**src/rtl/dispatch_fifo.sv**
```systemverilog
// Circular show-ahead FIFO between decode/dispatch and register-read.
// One instance per issue-queue type. The oldest entry is always presented on
// dout, so register-read can inspect it before deciding to pop. A
// synchronous flush empties the queue in one cycle on a redirect.
module dispatch_fifo #(
  parameter  int WIDTH = 32,
  parameter  int DEPTH = 8,
  localparam int CNTW  = $clog2(DEPTH) + 1
) (
  input  logic             clk,
  input  logic             rst,
  input  logic             flush,
  input  logic             push,
  input  logic [WIDTH-1:0] din,
  input  logic             pop,
  output logic [WIDTH-1:0] dout,
  output logic             empty,
  output logic             full,
  output logic [CNTW-1:0]  count,
  output logic             push_ok,
  output logic             pop_ok
);

  localparam int PW = $clog2(DEPTH);

  logic [WIDTH-1:0] mem_q [DEPTH];
  logic [PW-1:0]    rd_ptr_q, rd_ptr_d;
  logic [PW-1:0]    wr_ptr_q, wr_ptr_d;
  logic [CNTW-1:0]  count_q,  count_d;

  // Status flags come only from registered occupancy, so they never depend
  // on this cycle's push/pop requests.
  assign empty = (count_q == '0);
  assign full  = (count_q == CNTW'(DEPTH));
  assign count = count_q;

  // Head entry; forced to zero when empty because storage is never cleared.
  assign dout = empty ? '0 : mem_q[rd_ptr_q];

  // Handshake: flush wins over everything, and a push into a full queue is
  // accepted only when the head is leaving in the same cycle.
  assign pop_ok  = pop  & ~empty & ~flush;
  assign push_ok = push & ~flush & (~full | pop_ok);

  // Next-state pointers and occupancy.
  always_comb begin
    // NOTE: every variable gets a default first so no path leaves it unassigned, which would infer a latch.
    rd_ptr_d = rd_ptr_q;
    wr_ptr_d = wr_ptr_q;
    count_d  = count_q;
    if (flush) begin
      rd_ptr_d = '0;
      wr_ptr_d = '0;
      count_d  = '0;
    end else begin
      // Pointers wrap modulo DEPTH by natural overflow of their PW bits.
      if (push_ok) wr_ptr_d = wr_ptr_q + 1'b1;
      if (pop_ok)  rd_ptr_d = rd_ptr_q + 1'b1;
      count_d = count_q + CNTW'(push_ok) - CNTW'(pop_ok);
    end
  end

  // Control state registers with synchronous reset.
  always_ff @(posedge clk) begin
    // NOTE: sequential state uses non-blocking assignments so all flops update together at the edge.
    if (rst) begin
      rd_ptr_q <= '0;
      wr_ptr_q <= '0;
      count_q  <= '0;
    end else begin
      rd_ptr_q <= rd_ptr_d;
      wr_ptr_q <= wr_ptr_d;
      count_q  <= count_d;
    end
  end

  // Entry storage write at the tail.
  always_ff @(posedge clk) begin
    // NOTE: storage is deliberately not reset; empty masks stale contents on dout, and pointers/count define validity.
    if (!rst && push_ok) begin
      mem_q[wr_ptr_q] <= din;
    end
  end

endmodule

```
**config.mk**
```make
export PLATFORM = sky130hd
export DESIGN_NAME = dispatch_fifo
export DESIGN_NICKNAME = d
export VERILOG_FILES = /design/src/rtl/dispatch_fifo.sv
export SDC_FILE = /design/constraint.sdc
export NUM_CORES = 1
export LEC_CHECK = 0
export CORE_MARGIN = 2
export CORE_UTILIZATION = 58
export CTS_CLUSTER_DIAMETER = 150
export DETAILED_ROUTE_END_ITERATION = 16
export PLACE_DENSITY = 0.88
export SETUP_SLACK_MARGIN = 0.4
export SLEW_MARGIN = 20
export SYNTH_ARGS = -nofsm -noshare
export SYNTH_HDL_FRONTEND = slang
export SYNTH_SLANG_ARGS = --single-unit
```
**constraint.sdc**
```tcl
create_clock -name clk -period 6.35 [get_ports clk]
set_clock_uncertainty 0.15 [all_clocks]
set_input_delay 0.635 -clock clk [delete_from_list [all_inputs] [get_ports clk]]
set_output_delay 0.635 -clock clk [all_outputs]
set_load 0.02 [all_outputs]
```
==> metrics.md <==
| Metric | Value |
|---|---|
| Comb power frac | `between 4 and 5%` |
| RSZ-0062 raised after global routing | `no` |
| Clock sink count | `about 270` |
| Largest family of logic cells by synthesized area | `multiplexers` |
| Synth top area share | `between 70% and 80%` |
| Post-detail-place hpwl | `approximately 12 mm` |
| Worst-path cell chain | `buf_4 > mux4_2 > a22o_1 > clkdlybuf4s50_1` |
| Vias in the first global route | `around 5.3k` |
| Highest clock rate | `around 0.24 GHz` |
| Root Driver | `clkbuf_16` |
| Hold buffers post-CTS | `0` |
| Worst r2r src | `count[2]` |
| Ys flop type | `edfxtp_1` |
| Fin worst setup slack | `roughly 2.2 ns` |
| Largest net degree at the start of global routing | `around 40` |
| Synth Area in Compound Gates | `about 3.5%` |
| TritonCTS clock tree | `built` |
| DR iter-0 viols | `466` |
| Initial antenna violation count | `0` |
| Status | `complete, no violations` |
| WP data arrival | `between 3 and 4 ns` |
| CP max stage delay | `0.86 ns` |
| Slew Viols, Final | `0` |
| Core area | `about 0.017 mm^2` |
| Final setup fails | `0` |
| Critical path buffer and inverter count | `2` |
| Part of the power in registers | `a little under three fifths` |
| Minimum clock period | `4.18 ns` |
| Area leader, netlist | `edfxtp_1` |
| Clock insertion delay at the later pin of the skew report | `just over 0.5 ns` |
| Clock network fraction of total power | `40.4%` |
| Pre-CTS setup slack | `~2.6 ns` |
| P_sw | `slightly above 700 uW` |
| Post-synthesis mux area share | `approximately 14%` |
| Synth top area cells | `edfxtp_1 (74%), mux4_2 (14%), a22o_1 (2.5%), dfxtp_1 (2.5%), ha_1 (0.85%)` |
| Post-Syn Area per Cell | `between 20 and 25 um^2` |
| Critical path required time | `approximately 5.6 ns` |
| EDFF count, synth | `~260` |
| Post-route ant nets | `0` |
| Clock slew at reported path FFs | `roughly 0.060 ns` |
| DRT Pass-1 Iters | `4` |
| FFs w/ async S/R, synth | `0%` |
| Syn nets | `just over 500` |
| Switching Fraction | `between 20% and 30%` |
| Grt ovf | `0` |
| Post-synth cell types | `approximately 40` |
| Power per cell area | `a little under 300 mW/mm^2` |
| Crit Path Class | `reg2out` |
| Fillers | `between 900 and 1k` |
| Startpoint types | `flop` |
| Crit. End Element | `primary output` |
| Cell area after synthesis | `approximately 0.010 mm^2` |
| Post-CTS sizing | `0` |
| Residual DRC | `0` |
| Top Ports | `between 70 and 80` |
| Final period utilization | `about two thirds` |
| Adder-Cell Fraction of Synth Area | `under 10%` |
| Num CTS Buffers | `25` |
| Slew Limit Headroom | `33.7%` |
| Fraction of layout cells with a size suffix above 1 | `23.8%` |
| Initial core utilization | `between 50 and 60%` |
| Die width | `approximately 140 um` |
| P_leak | `between 3 and 4 nW` |
| Crit path max fanout | `40` |
| Die area | `approximately 0.019 mm^2` |
| Setup TNS | `0 ns` |
| Clock Path Buffers | `3` |
| Worst Max-Slew Pin Slew | `around 0.99 ns` |
| GRT Total Usage | `about a quarter` |
| Via density | `roughly 6.3` |
| Hold Crit Start | `rd_ptr_q[2]` |
| Final hold vios | `0` |
| Number of max-cap violations | `0` |
| Area Growth Syn to Fin | `17.6%` |
| Min-Delay Path Class | `reg2reg` |
| Int Power | `between 2 and 3 mW` |
| Routed len/inst | `26.3 um` |
| Final wirelength | `21.1 mm` |
| #FFs+latches synth | `approximately 270` |
| Count leader, synth | `edfxtp_1` |
| # rows | `between 40 and 50` |
| Layout net count | `602` |
| Commonest cells in the netlist | `edfxtp_1 (256), mux4_2 (64), a22o_1 (30)` |
| Register area share after synthesis | `between 70% and 80%` |
| I/O Buffers | `76` |
| Gate Count Post-Synth | `between 400 and 500` |
| Post-Synth XOR/XNOR Area | `less than 1%` |
| GPL Wtd Cong | `roughly 0.77` |
| Area share of and/or/nand/nor cells after synthesis | `approximately 2.1%` |
| First-pass GRT wire length | `32.3 mm` |
| Peak supply drop | `about 0.00031 V` |
| CP delay by family, top | `buffers and inverters` |
| DR vias | `approximately 5.0k` |
| H-tree levels | `1` |
| Critical path's slowest cell | `dfxtp_4` |
| Die height | `around 140 um` |
| Post-CTS Setup Inserts | `0` |
| Ys Warns | `0` |
## final cells by class
| cell class | count | area [um^2] | area share [%] |
|---|---|---|---|
| repair buffers | 91 | 873 | 7.18 |
| well taps | 225 | 282 | 2.31 |
| inverters | 10 | 37.5 | 0.309 |
| flip-flops and latches | 269 | 7950 | 65.4 |
| multi-input cells | 160 | 2230 | 18.4 |
| clock buffers | 26 | 629 | 5.17 |
| clock inverters | 20 | 154 | 1.27 |
| diodes | 1 | 2.50 | 0.0206 |
## per-layer routing
metal	GRT usage, %	up-vias	share of wire, %
li1	-	2146	-
met1	32.9	2593	38
met2	39.1	266	52
met3	3.97	40	7.5
met4	8.88	0	2.9
met5	0	-	0
## kinds of logic (layout without fill, tap and decap cells)
family / Yosys count / after routing
flip-flops: 269 / 269
multiplexers: 68 / 68
AO/OA/AOI/OAI: 45 / 45
AND/OR/NAND/NOR: 38 / 38
buffers and inverters: 33 / 147
adder cells (fa/ha/maj): 8 / 8
XOR/XNOR: 1 / 1
other: 0 / 1
## worst min-delay path, delay by kind of cell (launching register included)
kind / cells / cell delay [ns]
flip-flops: 1 / 0.31
AO/OA/AOI/OAI: 2 / 0.13
## worst paths after layout
check | endpoint | slack (ns) | cells past startpoint
max | dout[4] | 2.17 | 4
min | flop | 0.34 | 2
max reg2reg | mem_q[6][2] | 3.30 | 6
min reg2reg | flop | 0.34 | 2
## through the flow
stage / cell area, um^2 / cells / power [mW] / hold WS, ns / utilization, %
floorplan: 10300 / 462 / 2.07 / 0.303 / -
global placement: 11400 / 755 / 2.14 / 0.310 / 65.6
detailed placement: 11400 / 755 / 2.15 / 0.334 / 65.6
CTS: 12200 / 801 / 3.56 / 0.341 / 70.1
global route: 12200 / 801 / 3.63 / 0.371 / 70.1
finish: 12200 / 802 / 3.54 / 0.340 / 70.1
## registers in the layout (all words and copies together), names as in the netlist, named ones only
register	count
mem_q	256
count	4
rd_ptr_q	3
wr_ptr_q	3
## cell usage in the layout, fill, tap and decap left out, drive strengths merged, types with 3 or more instances in the layout
cell and count:
a21oi 5, a22o 32, buf 15, clkbuf 26, clkdlybuf4s50 76, clkinv 14, dfxtp 13, edfxtp 256
ha 7, inv 12, mux2i 4, mux4 64, nand2 6, nand2b 3, nor2 8, nor3 4
o21ai 3, or3 4
## power by group through the flow
stage / logic [mW] / clock network [mW] / registers [mW]
final: 0.157 / 1.43 / 1.96
after global routing: 0.167 / 1.51 / 1.96
after CTS: 0.157 / 1.45 / 1.96
after detailed placement: 0.155 / 0 / 2.00
after global placement: 0.150 / 0 / 1.99
after floorplan: 0.0733 / 0 / 1.99
Note: power is estimated with default switching activity, not from simulation.
